File: src/rtl/peripheral_bus_controller.sv
// rtl/peripheral_bus_controller.sv - Wishbone classic slave to shared peripheral bus bridge
//
// Purpose: accepts one Wishbone access at a time when wb_adr_i[23:16] selects the
// peripheral bus, runs it on the shared device bus (stretched by device busy), and
// returns a one-cycle ack or error together with the read data.
//
// Ports:
//   clk, rst                   clock, synchronous active-high reset
//   wb_cyc_i, wb_stb_i         Wishbone cycle / strobe
//   wb_we_i, wb_sel_i          Wishbone write enable / byte select
//   wb_adr_i, wb_data_i        Wishbone byte address / write data
//   wb_ack_o, wb_error_o       one-cycle completion pulses (ok / failed)
//   wb_data_o                  read data, valid with ack/error, held until next response
//   peripheralEnable           high for the whole device access
//   peripheralBus_we/_oe       write / read strobes, exactly one high while enabled
//   peripheralBus_busy         OR of device busy, stretches the access
//   peripheralBus_address      device byte address
//   peripheralBus_byteSelect   byte lanes
//   peripheralBus_dataWrite    write data
//   peripheralBus_dataRead     muxed device read data
//   requestOutput              some device is driving peripheralBus_dataRead
module peripheral_bus_controller #(
  parameter logic [7:0] ADDRESS_MATCH     = 8'h13,
  parameter int         TIMEOUT_CYCLES    = 256,
  parameter bit         ERROR_ON_UNMAPPED = 1'b1
) (
  input  logic        clk,
  input  logic        rst,
  input  logic        wb_cyc_i,
  input  logic        wb_stb_i,
  input  logic        wb_we_i,
  input  logic [3:0]  wb_sel_i,
  input  logic [23:0] wb_adr_i,
  input  logic [31:0] wb_data_i,
  output logic        wb_ack_o,
  output logic        wb_error_o,
  output logic [31:0] wb_data_o,
  output logic        peripheralEnable,
  output logic        peripheralBus_we,
  output logic        peripheralBus_oe,
  input  logic        peripheralBus_busy,
  output logic [15:0] peripheralBus_address,
  output logic [3:0]  peripheralBus_byteSelect,
  output logic [31:0] peripheralBus_dataWrite,
  input  logic [31:0] peripheralBus_dataRead,
  input  logic        requestOutput
);

  localparam logic [1:0] IDLE    = 2'd0;
  localparam logic [1:0] ACCESS  = 2'd1;
  localparam logic [1:0] RESPOND = 2'd2;

  localparam int            COUNT_W    = $clog2(TIMEOUT_CYCLES);
  localparam logic [COUNT_W-1:0] COUNT_LAST = COUNT_W'(TIMEOUT_CYCLES - 1);

  logic [1:0]         state;
  logic [COUNT_W-1:0] busyCount;
  logic               hit;

  assign hit = wb_cyc_i & wb_stb_i & (wb_adr_i[23:16] == ADDRESS_MATCH);

  // All bus-facing strobes are flops so they cannot glitch; we/oe are forced low
  // outside ACCESS, so peripheralBus_we doubles as the latched direction while active.
  always_ff @(posedge clk) begin
    if (rst) begin
      state                    <= IDLE;
      busyCount                <= '0;
      peripheralEnable         <= 1'b0;
      peripheralBus_we         <= 1'b0;
      peripheralBus_oe         <= 1'b0;
      peripheralBus_address    <= '0;
      peripheralBus_byteSelect <= '0;
      peripheralBus_dataWrite  <= '0;
      wb_ack_o                 <= 1'b0;
      wb_error_o               <= 1'b0;
      wb_data_o                <= 32'hFFFF_FFFF;
    end else begin
      wb_ack_o   <= 1'b0;
      wb_error_o <= 1'b0;
      case (state)
        IDLE: begin
          if (hit) begin
            state                    <= ACCESS;
            peripheralEnable         <= 1'b1;
            peripheralBus_we         <= wb_we_i;
            peripheralBus_oe         <= ~wb_we_i;
            peripheralBus_address    <= wb_adr_i[15:0];
            peripheralBus_byteSelect <= wb_sel_i;
            peripheralBus_dataWrite  <= wb_data_i;
          end
        end
        ACCESS: begin
          if (!wb_cyc_i) begin
            // Master abort wins over completion: drop the access silently.
            state            <= IDLE;
            busyCount        <= '0;
            peripheralEnable <= 1'b0;
            peripheralBus_we <= 1'b0;
            peripheralBus_oe <= 1'b0;
          end else if (!peripheralBus_busy) begin
            state            <= RESPOND;
            peripheralEnable <= 1'b0;
            peripheralBus_we <= 1'b0;
            peripheralBus_oe <= 1'b0;
            if (peripheralBus_we) begin
              wb_ack_o <= 1'b1;
            end else if (requestOutput) begin
              wb_ack_o  <= 1'b1;
              wb_data_o <= peripheralBus_dataRead;
            end else begin
              // Nobody decoded the read address: return all-ones.
              wb_ack_o   <= ~ERROR_ON_UNMAPPED;
              wb_error_o <= ERROR_ON_UNMAPPED;
              wb_data_o  <= 32'hFFFF_FFFF;
            end
          end else if (busyCount == COUNT_LAST) begin
            state            <= RESPOND;
            peripheralEnable <= 1'b0;
            peripheralBus_we <= 1'b0;
            peripheralBus_oe <= 1'b0;
            wb_error_o       <= 1'b1;
            wb_data_o        <= 32'hFFFF_FFFF;
          end else begin
            busyCount <= busyCount + 1'b1;
          end
        end
        RESPOND: begin
          state     <= IDLE;
          busyCount <= '0;
        end
        default: begin
          state <= IDLE;
        end
      endcase
    end
  end

endmodule

File: config.mk
export PLATFORM = sky130hd
export DESIGN_NAME = peripheral_bus_controller
export DESIGN_NICKNAME = d
export VERILOG_FILES = /design/src/rtl/peripheral_bus_controller.sv
export SDC_FILE = /design/constraint.sdc
export NUM_CORES = 1
export LEC_CHECK = 0
export CAP_MARGIN = 15
export CORE_ASPECT_RATIO = 0.8
export CORE_MARGIN = 1
export CORE_UTILIZATION = 35
export CTS_CLUSTER_SIZE = 12
export DETAILED_ROUTE_END_ITERATION = 6
export GPL_TIMING_DRIVEN = 0
export PLACE_DENSITY = 0.7
export SETUP_SLACK_MARGIN = 0.5
export SLEW_MARGIN = 40
export SYNTH_ARGS = -nofsm -noshare
export SYNTH_HDL_FRONTEND = slang
export SYNTH_SLANG_ARGS = --single-unit
export TNS_END_PERCENT = 5
File: constraint.sdc
create_clock -name clk -period 4.1 [get_ports clk]
set_input_delay 0.615 -clock clk [delete_from_list [all_inputs] [get_ports clk]]
set_output_delay 0.615 -clock clk [all_outputs]
set_load 0.02 [all_outputs]
==> impl_metrics.csv, run 1 <==
group,metric,value,unit
run_status,status,"complete, no violations",
sta,finalSetupViolCount,0,
critical_path,endpoint_kind,"primary output",
sta,final-hold-violation-count,0,
synth,syn_area_per_cell,9.39,um2
synth,synthesis.instances,385,
synth,yosys-top-cells-area,"dfxtp_1 (55%), nand2_1 (12%), a21oi_1 (7.9%)",
sta,max_slew_margin,67.6,%
synth,syn_nets,485,
grt,antenna_found_initial,0,
pwr,netSwitchingFraction,20.9,%
placement,gp_congestion,0.758,
grt,grt_max_degree,17,
critical_path,rr_endpoint,"wb_data_o[26]$_SDFFE_PP1P_",
critical_path,cp.arrival,1390,ps
synth,ys_ff_latch,99,
critical_path,start_kind,"register",
placement,port_buffers,185,
hold_path,holdPathStages,2,
layout,areaGrowthSynthToFinish,63.7,%
hold_path,min_path_type,"reg2reg",
critical_path,setup.reg_to_reg.worst_slack,2510,ps
die,core_area,0.00985,mm2
drt,first_pass_iters,4,
die,die-area,0.0107,mm2
grt,grt_util_all_layers,19.1,%
grt,busiest_layer,"met2",
pwr,leakagePower,0.00204,uW
drt,routed_via_density,4.75,
clocking,post_cts_resize_count,0,
synth,synth-seq-area-share,54.8,%
synth,synthArstFlopShare,0,%
clocking,htree_num_levels,3,
drt,detail-route-antenna-nets,0,
clocking,cts_hold_buffers,0,
critical_path,crit_type,"reg2out",
clocking,clk_pin_slew,70,ps
clocking,cts_tree,"yes",
sta,fin_crit,2000,ps
pwr,pwr-share-clk,41.9,%
sta,period_share,48.9,%
layout,nets,681,
synth,synth-edff-count,0,
die,die_w,116,um
drt,drt_iter0_markers,118,
flow_run,maxCapViolCount,0,
synth,synth_flop_cell,"dfxtp_1",
hold_path,min_to,"peripheralBus_byteSelect[0]$_SDFFE_PP0P_",
clocking,postCtsSetupBuffers,0,
clocking,clock_latency,340,ps
pwr,power_frac_comb,6.9,%
critical_path,critical_path_buf_inv_count,1,
pwr,vdd_drop_max,0.251,mV
grt,grtUsageMet1,22.8,%
critical_path,worst_path_max_delay_cell,"clkdlybuf4s50_1",
critical_path,cp-startpoint,"peripheralBus_we$_SDFFE_PP0P_",
die,io_pins,188,
critical_path,max_stage_delay,660,ps
die,die_h,92.9,um
grt,use_met2,32.8,%
sta,tightestPinTransition,486,ps
sta,max_freq,499,MHz
pwr,powerDensity,318,mW/mm2
drt,wl_per_cell,13.9,um
layout,drive_gt1_share,7.00,%
pwr,sequentialPowerShare,51.1,%
drt,wirelength,10.0,mm
critical_path,critical_path.top_delay_family,"buffers and inverters",
sta,slew_viol_final,0,
grt,grt_pass1_wl,16.1,mm
hold_path,min-delay-start,"peripheralBus_byteSelect[0]$_SDFFE_PP0P_",
sta,skew,8.56,ps
grt,gr-total-overflow,0,
synth,synth_cell_types,43,
layout,fill_cells,894,
synth,yosys.area.top_type,"dfxtp_1",
grt,met3_usage,6.02,%
clocking,cts_made_buffers,9,
critical_path,timing.rr.start,"busyCount[0]$_SDFFE_PP0P_",
drt,via_count,3427,
synth,netlist_area,0.00361,mm2
critical_path,reg2regPathDepth,6,
placement,hpwl,7.77,mm
synth,synth_top_area_share,54.8,%
critical_path,crit_chain,"clkdlybuf4s50_1",
clocking,cts.sink_count,99,
sta,setup-tns-final,0,ps
layout,n_antenna_cell,0,
pwr,switchingPower,392,uW
grt,grt_pass1_vias,3358,
die,start_util,36.7,%
die,num_rows,32,
sta,rsz0062_at_grt,"false",
synth,yosys_warnings,0,
sta,hold_slack,454,ps
clocking,clk_path_buf_depth,2,
clocking,cts_root_buf,"clkbuf_16",
drt,drcViolationCount,0,
critical_path,crit_fanout,4,
critical_path,cp.required,3480,ps
pwr,intPower,1490,uW
==> cell families after synthesis <==
logic type | count (synthesis) | share of synthesized area, %
AND/OR/NAND/NOR | 143 | 18.1
AO/OA/AOI/OAI | 111 | 20.8
flip-flops | 99 | 54.8
buffers and inverters | 30 | 5.61
multiplexers | 1 | 0.277
adder cells (fa/ha/maj) | 1 | 0.346
==> worst max-delay path by stage <==
stage | endpoint | cells after the start
4_1_cts | peripheralBus_we | 1
6_report | peripheralBus_we | 1
2_1_floorplan | wb_data_o[0]$_SDFFE_PP1P_ | 5
5_1_grt | peripheralBus_dataWrite[17]$_SDFFE_PP0P_ | 6
3_3_place_gp | peripheralBus_dataWrite[10]$_SDFFE_PP0P_ | 7
3_5_place_dp | peripheralBus_dataWrite[5]$_SDFFE_PP0P_ | 7
==> area by class of cell <==
| cell class | count | area, um2 | share of cell area, % |
|---|---|---|---|
| sequential | 99 | 1980 | 33.5 |
| timing repair buffer | 185 | 1850 | 31.3 |
| multi-input combinational | 256 | 1430 | 24.2 |
| clock buffer | 12 | 246 | 4.17 |
| buffer | 27 | 191 | 3.24 |
| tap | 136 | 170 | 2.88 |
| clock inverter | 4 | 33.8 | 0.571 |
| inverter | 3 | 11.3 | 0.190 |
==> power by group through the flow <==
| stage | Sequential [uW] | Clock (uW) | Combinational (uW) |
|---|---|---|---|
| after floorplan | 984 | 0 | 28.2 |
| after global placement | 984 | 0 | 130 |
| after detailed placement | 984 | 0 | 131 |
| after CTS | 962 | 815 | 132 |
| after global routing | 961 | 852 | 139 |
| final | 962 | 789 | 131 |
==> stage by stage <==
step | utilization, % | area, um2 | setup slack (ps) | std cells | total power [uW]
after global routing | 60.1 | 5920 | 1980 | 722 | 1950
after global placement | 57.2 | 5640 | 1850 | 706 | 1110
final | 60.1 | 5920 | 2100 | 722 | 1880
after detailed placement | 57.2 | 5640 | 1810 | 706 | 1110
after floorplan | - | 3610 | 2470 | 385 | 1010
after CTS | 60.1 | 5920 | 2070 | 722 | 1910
==> synth_stat cells, types with 2 or more instances <==
cell type / n
nand4_1: 3
nand2_1: 111
a21boi_1: 2
nor2b_1: 2
a41oi_1: 2
clkbuf_1: 7
nand3_1: 8
dfxtp_1: 99
inv_1: 3
buf_2: 3
nor2_1: 3
o211ai_1: 2
nand2b_1: 2
a31o_1: 2
buf_6: 8
a31oi_1: 5
and4bb_1: 2
and3_1: 2
buf_4: 7
o22a_1: 32
a21oi_1: 57
buf_1: 2
==> worst reg2reg max path: cells and delay by family (launching register included) <==
family          cells  cell delay, ps
buf+inv             1             160
compound gates      3             500
fa+ha+maj           1             250
simple gates        1             210
flops               1             350
==> flip-flops by register name, summed over array words and instances, names as in the netlist <==
| register | flops |
|---|---|
| peripheralBus_byteSelect | 4 |
| state | 2 |
| wb_error_o | 1 |
| peripheralEnable | 1 |
| wb_ack_o | 1 |
| busyCount | 8 |
| peripheralBus_address | 16 |
| wb_data_o | 32 |
| peripheralBus_oe | 1 |
| peripheralBus_we | 1 |
| peripheralBus_dataWrite | 32 |
==> placed cells by master, fill, tap and decap left out, types with 3 or more instances in the layout <==
| cell | instances |
|---|---|
| clkdlybuf4s50_1 | 185 |
| a31oi_1 | 5 |
| nor2_1 | 3 |
| dfxtp_1 | 99 |
| nand3_1 | 8 |
| buf_2 | 3 |
| a21oi_1 | 57 |
| buf_6 | 8 |
| nand4_1 | 3 |
| clkbuf_16 | 9 |
| o22a_1 | 32 |
| buf_4 | 7 |
| clkbuf_1 | 9 |
| nand2_1 | 111 |
| inv_1 | 3 |
==> layer usage <==
layer  up-vias  share of wire (%)
li1       1744                  -
met1      1568                 43
met2       102                 48
met3        13                7.2
met4         0                1.7
met5         -                  0
(Power assumes the default switching activity.)
==> run 2, diff against run 1 <==
--- a/config.mk
+++ b/config.mk
@@ -12,7 +12,7 @@
 export CTS_CLUSTER_SIZE = 12
 export DETAILED_ROUTE_END_ITERATION = 6
 export GPL_TIMING_DRIVEN = 0
-export PLACE_DENSITY = 0.7
+export PLACE_DENSITY = 0.73
 export SETUP_SLACK_MARGIN = 0.5
 export SLEW_MARGIN = 40
 export SYNTH_ARGS = -nofsm -noshare
==> constraint.sdc (replaced) <==
create_clock -name clk -period 1.7 [get_ports clk]
set_input_delay 0.255 -clock clk [delete_from_list [all_inputs] [get_ports clk]]
set_output_delay 0.255 -clock clk [all_outputs]
set_load 0.02 [all_outputs]
==> run 2 against run 1 <==
Net effect: final area up 1.5%; die area unchanged; clock skew down 3.4 ps; clock-buffer cell count down 2; routed wire length up 5.4%; total power up 140%; sequential power up 140%; clock power up 140%; first-iteration DRC count down 5.1%; cell count up 1.1%; highest routed layer unchanged.
==> impl_metrics.csv, run 2 (synthesis results as in run 1) <==
group,metric,value,unit
die,core_area,0.00985,mm2
placement,placed_area,0.00566,mm2
pwr,powerDensity,761,mW/mm2
sta,tightestPinTransition,574,ps
sta,slew_viol_final,0,
hold_path,min_to,"busyCount[1]$_SDFFE_PP0P_",
critical_path,timing.rr.start,"busyCount[0]$_SDFFE_PP0P_",
clocking,clk_path_buf_depth,2,
grt,grt_max_degree,18,
critical_path,cp-startpoint,"busyCount[0]$_SDFFE_PP0P_",
placement,port_buffers,185,
grt,grtUsageMet1,22.3,%
placement,hpwl,7.72,mm
flow_run,maxCapViolCount,0,
sta,rsz0062_at_grt,"true",
hold_path,min_path_type,"in2reg",
die,die_h,92.9,um
drt,via_count,3498,
grt,grt_pass1_vias,3352,
sta,max_slew_margin,61.8,%
critical_path,crit_type,"reg2reg",
clocking,cts_root_buf,"clkbuf_16",
die,io_pins,188,
layout,final_cell_mix,"nand2_1 (106), dfxtp_1 (95), clkdlybuf4s50_1 (91)",
critical_path,rr_endpoint,"wb_data_o[6]$_SDFFE_PP1P_",
sta,finalSetupViolCount,0,
drt,drcViolationCount,0,
critical_path,cp.arrival,1700,ps
clocking,cts_made_buffers,9,
run_status,status,"complete, no violations",
hold_path,min-delay-start,"rst",
layout,final_area,0.00600,mm2
layout,nets,689,
clocking,cts.sink_count,99,
sta,final-hold-violation-count,0,
drt,detail-route-antenna-nets,0,
layout,areaGrowthSynthToFinish,66.1,%
drt,first_pass_iters,4,
clocking,htree_num_levels,3,
grt,gr-total-overflow,0,
layout,largestRegisters,"peripheralBus_dataWrite (32), wb_data_o (32), peripheralBus_address (16)",
layout,n_antenna_cell,0,
critical_path,endpoint_kind,"register",
placement,dp_slack,-259,ps
grt,busiest_layer,"met2",
drt,wirelength,10.6,mm
grt,grt_pass1_wl,16.6,mm
hold_path,holdPathStages,3,
drt,routed_via_density,4.79,
clocking,cts_tree,"yes",
sta,skew,5.18,ps
placement,gp_congestion,0.782,
pwr,leakagePower,0.00233,uW
clocking,clock_latency,340,ps
pwr,vdd_drop_max,0.436,mV
sta,period_share,86.7,%
die,die-area,0.0107,mm2
grt,antenna_found_initial,0,
die,num_rows,32,
grt,met3_usage,8.12,%
clocking,clk_pin_slew,70,ps
grt,grt_util_all_layers,20.1,%
die,die_w,116,um
layout,final_common_cell,"nand2_1",
grt,use_met2,35.4,%
die,start_util,36.7,%
sta,max_freq,678,MHz
critical_path,reg2regPathDepth,6,
drt,drt_iter0_markers,112,
critical_path,start_kind,"register",
sta,layout_setup_ws,225,ps
critical_path,crit_fanout,10,
sta,fin_crit,1470,ps
critical_path,cp.required,1930,ps
drt,wl_per_cell,14.5,um
layout,drive_gt1_share,13.0,%
critical_path,setup.reg_to_reg.worst_slack,230,ps
==> run 2: how the worst max path moves through the flow <==
stage	to
final	wb_data_o[6]$_SDFFE_PP1P_
after global placement	peripheralBus_address[9]$_SDFFE_PP0P_
after floorplan	wb_data_o[0]$_SDFFE_PP1P_
after CTS	wb_data_o[0]$_SDFFE_PP1P_
after detailed placement	peripheralBus_address[9]$_SDFFE_PP0P_
after global routing	wb_data_o[0]$_SDFFE_PP1P_
==> run 2: critical path: stages (launching register included) <==
cell	delay [ps]
dfxtp_4	370
ha_4	170
and3_4	200
a31oi_4	200
o21bai_4	110
buf_6	150
o22a_1	160
==> run 2: per-layer routing <==
metal / part of all wire, % / up-vias / routed length [um]
li1: - / 1748 / -
met1: 42 / 1607 / 4420
met3: 9.9 / 16 / 1050
met2: 47 / 127 / 4970
met4: 1.2 / 0 / 126
met5: 0 / - / 0
==> run 2: what timing repair did <==
item,CTS,global route
buffers inserted,3,3
pin swaps,9,7
gates cloned,2,0
gates resized for setup,131,15
hold buffers,0,0
setup endpoints to repair,186,183
==> run 2: final cells by class <==
| cell class | count | area (um2) |
|---|---|---|
| multi-input combinational | 256 | 1510 |
| sequential | 99 | 1990 |
| fill | 887 | 3840 |
| clock inverter | 6 | 48.8 |
| tap | 136 | 170 |
| inverter | 3 | 11.3 |
| clock buffer | 10 | 239 |
| buffer | 27 | 230 |
| timing repair buffer | 193 | 1800 |
==> run 2: stage by stage <==
step | setup TNS, ps | hold slack, ps | total power (uW) | utilization [%] | cells
2_1_floorplan | 0 | 391 | 2440 | - | 385
3_3_place_gp | -12440 | 441 | 2680 | 57.5 | 706
3_5_place_dp | -15180 | 446 | 2690 | 57.5 | 706
4_1_cts | 0 | 224 | 4630 | 60.4 | 727
5_1_grt | 0 | 249 | 4750 | 61.0 | 730
6_report | 0 | 232 | 4570 | 61.0 | 730
==> run 2: power by group <==
| group | leakage, uW | total [uW] | internal, uW | switching, uW |
|---|---|---|---|---|
| logic | 0.00140 | 321 | 221 | 100 |
| clock network | 0.000132 | 1930 | 1040 | 887 |
| registers | 0.000801 | 2320 | 2320 | 0.473 |
